[config.mk]
export PLATFORM = sky130hd
export DESIGN_NAME = sample_window_buffer_flat
export DESIGN_NICKNAME = d
export VERILOG_FILES = /design/src/rtl/sample_window_buffer_if.sv /design/src/rtl/sample_window_buffer.sv /design/src/flat_wrapper.sv
export SDC_FILE = /design/constraint.sdc
export NUM_CORES = 1
export LEC_CHECK = 0
export ABC_CLOCK_PERIOD_IN_PS = 4900
export BUFFER_PORTS_ARGS = -buffer_cell sky130_fd_sc_hd__buf_4
export CAP_MARGIN = 20
export CORE_ASPECT_RATIO = 0.9
export CORE_MARGIN = 3
export CORE_UTILIZATION = 51
export CTS_CLUSTER_SIZE = 30
export DETAILED_ROUTE_END_ITERATION = 10
export GPL_TIMING_DRIVEN = 0
export PLACE_DENSITY = 0.79
export SLEW_MARGIN = 20
export SYNTH_ARGS = -nofsm -noshare
export SYNTH_HDL_FRONTEND = slang
export SYNTH_SLANG_ARGS = --single-unit
export TNS_END_PERCENT = 100
[constraint.sdc]
create_clock -name CLK100MHZ -period 4.9 [get_ports CLK100MHZ]
set_input_delay 1.225 -clock CLK100MHZ [delete_from_list [all_inputs] [get_ports CLK100MHZ]]
set_output_delay 1.225 -clock CLK100MHZ [all_outputs]
set_load 0.005 [all_outputs]
[src/rtl/sample_window_buffer_if.sv]
// Sample stream and window output bundle for sample_window_buffer.
// master = producer/consumer side, slave = the buffer itself.
interface sample_window_buffer_if #(
  parameter int WIDTH = 8
);
  logic [WIDTH-1:0] s_data;
  logic             s_valid;
  logic             s_ready;
  logic             flush;
  logic [WIDTH-1:0] out0;
  logic [WIDTH-1:0] out1;
  logic [WIDTH-1:0] out2;
  logic [WIDTH-1:0] out3;
  logic [WIDTH-1:0] out4;
  logic [WIDTH-1:0] out5;
  logic [WIDTH-1:0] out6;
  logic [WIDTH-1:0] out7;
  logic             frame_valid;
  logic             frame_ack;
  logic [7:0]       frame_count;

  modport master (
    output s_data, s_valid, flush, frame_ack,
    input  s_ready, out0, out1, out2, out3, out4, out5, out6, out7,
           frame_valid, frame_count
  );

  modport slave (
    input  s_data, s_valid, flush, frame_ack,
    output s_ready, out0, out1, out2, out3, out4, out5, out6, out7,
           frame_valid, frame_count
  );
endinterface

[src/rtl/sample_window_buffer.sv]
// Collects a decimated sample stream into 8-sample windows and hands each
// completed window to a double-buffered parallel output with valid/ack.
module sample_window_buffer #(
  parameter int WIDTH = 8,
  parameter int DECIM = 1
) (
  input  logic                 CLK100MHZ,
  input  logic                 rst,
  sample_window_buffer_if.slave bus
);

  typedef enum logic {FILL = 1'b0, FULL = 1'b1} state_t;

  localparam logic [7:0] DEC_LAST = 8'(DECIM - 1);

  state_t           state_q, state_d;
  logic [WIDTH-1:0] fill_p0 [8];
  logic [WIDTH-1:0] win_p1  [8];
  logic [2:0]       wr_idx;
  logic [7:0]       dec_cnt;
  logic             vld_p1;
  logic [7:0]       frame_count_q;
  logic             accept;
  logic             keep;
  logic             reload;

  always_comb begin
    state_d = state_q;
    accept  = 1'b0;
    keep    = 1'b0;
    reload  = 1'b0;
    case (state_q)
      FILL: begin
        accept = bus.s_valid;
        keep   = accept && !bus.flush && (dec_cnt == 8'd0);
        if (keep && (wr_idx == 3'd7)) state_d = FULL;
      end
      FULL: begin
        // Output slot is free when empty or being acked this edge.
        reload = !vld_p1 || bus.frame_ack;
        if (reload) state_d = FILL;
      end
      default: state_d = FILL;
    endcase
  end

  always_ff @(posedge CLK100MHZ or posedge rst) begin
    if (rst) state_q <= FILL;
    else     state_q <= state_d;
  end

  // Stage p0: fill buffer, write index and decimation phase
  always_ff @(posedge CLK100MHZ or posedge rst) begin
    if (rst) begin
      wr_idx  <= 3'd0;
      dec_cnt <= 8'd0;
      for (int i = 0; i < 8; i++) fill_p0[i] <= '0;
    end else if ((state_q == FILL) && bus.flush) begin
      wr_idx  <= 3'd0;
      dec_cnt <= 8'd0;
    end else if (accept) begin
      dec_cnt <= (dec_cnt == DEC_LAST) ? 8'd0 : dec_cnt + 8'd1;
      if (keep) begin
        fill_p0[wr_idx] <= bus.s_data;
        wr_idx          <= wr_idx + 3'd1;
      end
    end
  end

  // Stage p1: presented window, its valid flag and the window counter
  always_ff @(posedge CLK100MHZ or posedge rst) begin
    if (rst) begin
      vld_p1        <= 1'b0;
      frame_count_q <= 8'd0;
      for (int i = 0; i < 8; i++) win_p1[i] <= '0;
    end else if (reload) begin
      win_p1        <= fill_p0;
      vld_p1        <= 1'b1;
      frame_count_q <= frame_count_q + 8'd1;
    end else if (vld_p1 && bus.frame_ack) begin
      vld_p1 <= 1'b0;
    end
  end

  assign bus.s_ready     = (state_q == FILL);
  assign bus.frame_valid = vld_p1;
  assign bus.frame_count = frame_count_q;
  assign bus.out0        = win_p1[0];
  assign bus.out1        = win_p1[1];
  assign bus.out2        = win_p1[2];
  assign bus.out3        = win_p1[3];
  assign bus.out4        = win_p1[4];
  assign bus.out5        = win_p1[5];
  assign bus.out6        = win_p1[6];
  assign bus.out7        = win_p1[7];

endmodule
[src/flat_wrapper.sv]
// flat-port wrapper written by rule: the top's interface ports become plain ports
module sample_window_buffer_flat 
#(
  parameter int WIDTH = 8,
  parameter int DECIM = 1
)
  (CLK100MHZ, rst, bus_s_data, bus_s_valid, bus_flush, bus_frame_ack, bus_s_ready, bus_out0, bus_out1, bus_out2, bus_out3, bus_out4, bus_out5, bus_out6, bus_out7, bus_frame_valid, bus_frame_count);
  sample_window_buffer_if #(.WIDTH(WIDTH)) bus_i ();
  input  logic CLK100MHZ;
  input  logic rst;
  input wire logic [$bits(bus_i.s_data)-1:0] bus_s_data;
  input wire logic [$bits(bus_i.s_valid)-1:0] bus_s_valid;
  input wire logic [$bits(bus_i.flush)-1:0] bus_flush;
  input wire logic [$bits(bus_i.frame_ack)-1:0] bus_frame_ack;
  output wire logic [$bits(bus_i.s_ready)-1:0] bus_s_ready;
  output wire logic [$bits(bus_i.out0)-1:0] bus_out0;
  output wire logic [$bits(bus_i.out1)-1:0] bus_out1;
  output wire logic [$bits(bus_i.out2)-1:0] bus_out2;
  output wire logic [$bits(bus_i.out3)-1:0] bus_out3;
  output wire logic [$bits(bus_i.out4)-1:0] bus_out4;
  output wire logic [$bits(bus_i.out5)-1:0] bus_out5;
  output wire logic [$bits(bus_i.out6)-1:0] bus_out6;
  output wire logic [$bits(bus_i.out7)-1:0] bus_out7;
  output wire logic [$bits(bus_i.frame_valid)-1:0] bus_frame_valid;
  output wire logic [$bits(bus_i.frame_count)-1:0] bus_frame_count;
  assign bus_i.s_data = bus_s_data;
  assign bus_i.s_valid = bus_s_valid;
  assign bus_i.flush = bus_flush;
  assign bus_i.frame_ack = bus_frame_ack;
  assign bus_s_ready = bus_i.s_ready;
  assign bus_out0 = bus_i.out0;
  assign bus_out1 = bus_i.out1;
  assign bus_out2 = bus_i.out2;
  assign bus_out3 = bus_i.out3;
  assign bus_out4 = bus_i.out4;
  assign bus_out5 = bus_i.out5;
  assign bus_out6 = bus_i.out6;
  assign bus_out7 = bus_i.out7;
  assign bus_frame_valid = bus_i.frame_valid;
  assign bus_frame_count = bus_i.frame_count;
  sample_window_buffer #(.WIDTH(WIDTH), .DECIM(DECIM)) u_core (.CLK100MHZ(CLK100MHZ), .rst(rst), .bus(bus_i));
endmodule
## Yosys cells after proc, flatten, opt, wreduce, memory -nomap -nowiden

Index checks and enable logic that the tools add are counted.

| word-level totals | value |
|---|---|
| register bits after elaboration | 149 |
| RAM bits | 0 |
| latch bits | 0 |
| bits in read-only memories | 0 |
| input bits | 13 |
| word-level logic and storage cells | 62 |
| memories kept | 0 |
| output and inout bits | 74 |

| operators by class | value |
|---|---|
| divide/modulo/power cells | 0 |
| reductions and logical operators | 15 |
| mux-type cells | 17 |
| $add $sub $neg | 3 |
| order comparisons | 2 |
| bitwise operators | 3 |
| shift operators | 0 |
| $mul | 0 |
| equality and inequality tests | 1 |

Operators by type and width:

| cell | number |
|---|---|
| $bwmux W64 | 1 |
| $mux W8 | 4 |
| $demux W8 S3 | 1 |
| $add A8 B1 Y8 const B | 2 |
| $mux W3 | 3 |
| $logic_not A8 Y1 | 1 |
| $mux W1 | 7 |
| $logic_and A1 B1 Y1 | 6 |
| $reduce_bool A2 Y1 | 3 |
| $ge A4 B4 Y1 const B | 1 |
| $lt A4 B1 Y1 const B | 1 |
| $not A3 Y4 | 1 |
| $add A3 B1 Y3 const B | 1 |
| $eq A3 B3 Y1 const B | 1 |
| $reduce_and A3 Y1 | 1 |
| $logic_not A1 Y1 | 2 |
| $not A1 Y1 | 2 |
| $pmux W1 S2 | 1 |
| $reduce_and A2 Y1 | 1 |
| $logic_or A1 B1 Y1 | 1 |

## Logic depth before layout (Yosys ltp)

| depth | value |
|---|---|
| word-level depth | 7 |
| gate-level depth with buffers | 7 |
| mapped depth without buffers | 6 |

## Worst setup path before layout

OpenSTA, ideal clock, no wires.

| path | value |
|---|---|
| path kind | input port to flip-flop |
| start point | input bus_flush |
| end point | register u_core.fill_p0[32] (netlist bit) |
| stages | 4 |
| arrival time | 2339 ps |
| setup slack | 2436 ps |
| data required time | 4775 ps |
| buffers on the path | 0 |
| setup time | 125 ps |
| cell sequence | nor3b_2 nand4b_1 nor2_2 mux2_2 |

| on the way | value |
|---|---|
| word-level cells in the longest chain between the ends | 5 |
| elaborated cells on any way between the ends | 7 |
| classes of those cells | mux: 1; bitwise: 1; reduce/logical: 5 |

Ends and longest elaborated chain:

| item | RTL line | text |
|---|---|---|
| from (decl) | flat_wrapper.sv:13 | `input wire logic [$bits(bus_i.flush)-1:0] bus_flush;` |
| $logic_not A1 Y1 | sample_window_buffer.sv:35 | `keep = accept && !bus.flush && (dec_cnt == 8'd0);` |
| $logic_and A1 B1 Y1 (2 in series) | sample_window_buffer.sv:35 |  |
| $mux W1 | sample_window_buffer.sv:32 | `case (state_q)` |
| $reduce_and A3 Y1 (no line) * | -- |  |
| to (signal, indexed assignment) | sample_window_buffer.sv:64 | `fill_p0[wr_idx] <= bus.s_data;` |
| to (decl) | sample_window_buffer.sv:17 | `logic [WIDTH-1:0] fill_p0 [8];` |

Every way passes the cells marked *; elsewhere a longest branch is shown, timed or not.
A chain may end at the register's enable or synchronous reset.

## Final worst setup path

| path | value |
|---|---|
| start point | input bus_frame_ack |
| end point | register u_core.win_p1 (netlist bit u_core.bus.out0[0]) |

| on the way | value |
|---|---|
| word-level cells in the longest chain between the ends | 2 |

Ends and longest elaborated chain:

| item | RTL line | text |
|---|---|---|
| from (decl) | flat_wrapper.sv:14 | `input wire logic [$bits(bus_i.frame_ack)-1:0] bus_frame_ack;` |
| $logic_or A1 B1 Y1 | sample_window_buffer.sv:40 | `reload = !vld_p1 \|\| bus.frame_ack;` |
| $mux W1 | sample_window_buffer.sv:32 |  |
| to (signal assigned) | sample_window_buffer.sv:77 | `win_p1 <= fill_p0;` |
| to (decl) | sample_window_buffer.sv:18 | `logic [WIDTH-1:0] win_p1 [8];` |

Every way passes these cells.

==> run metrics <==
outcome finished, final reports clean; final setup margin 2.26 ns; TNS Setup 0 ns; Worst Tran Pin Value 0.641 ns; Final ANT Viol Nets 0; Die Wd 119 um; Setup Crit Path Kind input pin to register; drt wl/cell 15.8 um; die area 12,900 um2; CTS tree built; minimum clock period 2.64 ns; DP Wirelength 8.64 mm; post_cts resized 0; Core Rows 36; number of flip-flops in the largest register 64; count of input and output buffers 86; Design Area, Final 7410 um2; Die Y 108 um; sequential fraction of the synthesis area 63.2%; Main synth FF type dfrtp_1; vias in the first global route 4,143; Core ar. 11,100 um2; drt initial violations 295; largest net degree at the start of global routing 37; # DRC 0; Worst Path Required 5.24 ns; top post-synthesis cells by area dfrtp_1, nand2_1, mux2_2; Leak 3.96 nW; FFs w/ async S/R, synth 100%; Max-Cap Viols 0; Power Total 2.74 mW; largest reg by FF count u_core.fill_p0; # clock sinks 149; Post-synth EDFFs 0; post-synthesis cell area 5900 um2; Cells after Synth 521; GP Congestion 0.789; area grow syn2layout 25.5%; antenna violations before repair 0; Worst IR Drop VDD 0.247 mV; Pins Over Slew Limit 0; hold crit path type register to register; first-pass iteration count of the detailed router 4; Vias 4,044; placed cell count 763; clock tree buffer depth 2; Hold Slack 0.464 ns; Non-Filler Instances 795; yosys warns 0; WL final 12.5 mm; gr usage total 20.7%; total grt overflow 0; area share of the largest cell type after synthesis 63.2%; Setup Buffers After CTS 0; Clock Pin Slew Worst Setup and Hold Paths 0.05 ns; Mean Syn Cell Area 11.3 um2; syn_nets 539; Area after DPL 6820 um2; Initial Util 53.3%; worst-path fanout max 10; final core utilization 66.9%; CTS Root Cell clkbuf_16; ratio of cells with drive above 1 in the final layout 29.4%; Num CTS Buffers 17; multi-input combinational cell area 2070 um2; worst endpoint data arrival time 2.98 ns; Max Fclk 378 MHz; fillcell total 829; ANT cells 0; CP startpoint kind input pin; largest area contributor in the netlist dfrtp_1; Clock Skew 0.00684 ns; Ports 87; Sequential Area 3730 um2; Netlist cell types 37; pre-CTS setup slack 1.82 ns; Final nets 648; Slew Limit Headroom 57.0%; RSZ-0062 raised after global routing false; first-pass GRT wire length 20.8 mm; PwrDens 369 nW/um2; hold-fix buffers at CTS 0; post-synthesis register bit count 149; Max H-tree Level 4; vias per std cell 5.09; setup violators final 0; Hold Fails Final Rpt 0; Skew-Pair Late Insertion Delay 0.41 ns; Final period util 53.9%; crit end category register
[report_power, final]
group,switching (mW),internal [mW]
sequential,0.0344,1.30
clock,0.479,0.800
combinational,0.0655,0.0623
[cell usage after synthesis (all sizes together), types with 2 or more instances]
cell type,instances
inv,7
o21ai,2
nor4,2
o21bai,2
dfrtp,149
nand4b,2
nand4,8
xor2,5
nor3,5
nand3,5
nor3b,3
mux2i,2
mux2,64
nand2,206
clkbuf,16
and3,2
buf,4
ha,5
xnor2,9
nor2,15
[cell usage in the layout, fill, tap and decap left out, types with 2 or more instances in the layout]
master      count
nand2_1       205
dfrtp_1       149
buf_4          86
mux2_2         56
clkbuf_16      17
clkbuf_1       16
nor2_1         13
xnor2_1         9
nand4_1         8
mux2_1          8
inv_1           6
nand3_1         5
xor2_1          5
ha_1            5
clkinv_2        5
clkbuf_8        4
buf_12          4
nor3_1          3
buf_1           3
clkinvlp_4      3
clkbuf_2        2
nor3b_1         2
nand4b_1        2
nor2_2          2
and3_1          2
mux2i_1         2
o21bai_1        2
o21ai_0         2
bufinv_16       2
[metal layers]
metal | share of wire, % | vias to the layer above | GRT usage (%)
li1 | - | 1917 | -
met1 | 44 | 2004 | 27.7
met2 | 49 | 121 | 34.6
met3 | 6.9 | 2 | 5.02
met4 | 0.17 | 0 | 4.91
met5 | 0 | - | 0
[worst paths after layout]
| path | start | to | slack, ns | cells past startpoint |
|---|---|---|---|---|
| worst max-delay path | bus_frame_ack | u_core.bus.out0[0] | 2.26 | 8 |
| worst min-delay path | u_core.fill_p0[47] | u_core.bus.out2[7] | 0.46 | 2 |
| worst max register to register | u_core.dec_cnt[0] | u_core.fill_p0[12] | 2.56 | 6 |
| worst min register to register | u_core.fill_p0[47] | u_core.bus.out2[7] | 0.46 | 2 |
| max in group asynchronous | rst | u_core.fill_p0[61] | 3.25 | 4 |
| min in group asynchronous | rst | u_core.bus.out6[1] | 0.87 | 2 |
[layout make-up]
cell class                 count  area share [%]
buffer                        20            1.06
clock buffer                  23            6.59
clock inverter                 9            1.35
inverter                       7           0.405
multi-input combinational    345            27.9
sequential                   149            50.3
tap                          152            2.57
timing repair buffer          90            9.79
[worst max-delay path: stages]
cell and delay [ns]:
buf_4 0.07, nand2b_1 0.17, and2_1 0.14, clkbuf_1 0.32, clkbuf_1 0.40, buf_1 0.44
nand2_1 0.12, nand2_1 0.09
[kinds of logic after synthesis]
kind of cell / synth area share [%]
buf+inv: 1.78
flops: 63.2
simple gates: 18.7
xor+xnor: 2.08
mux: 12.6
compound gates: 0.700
fa+ha+maj: 1.06
Note: power is estimated with default switching activity, not from simulation.
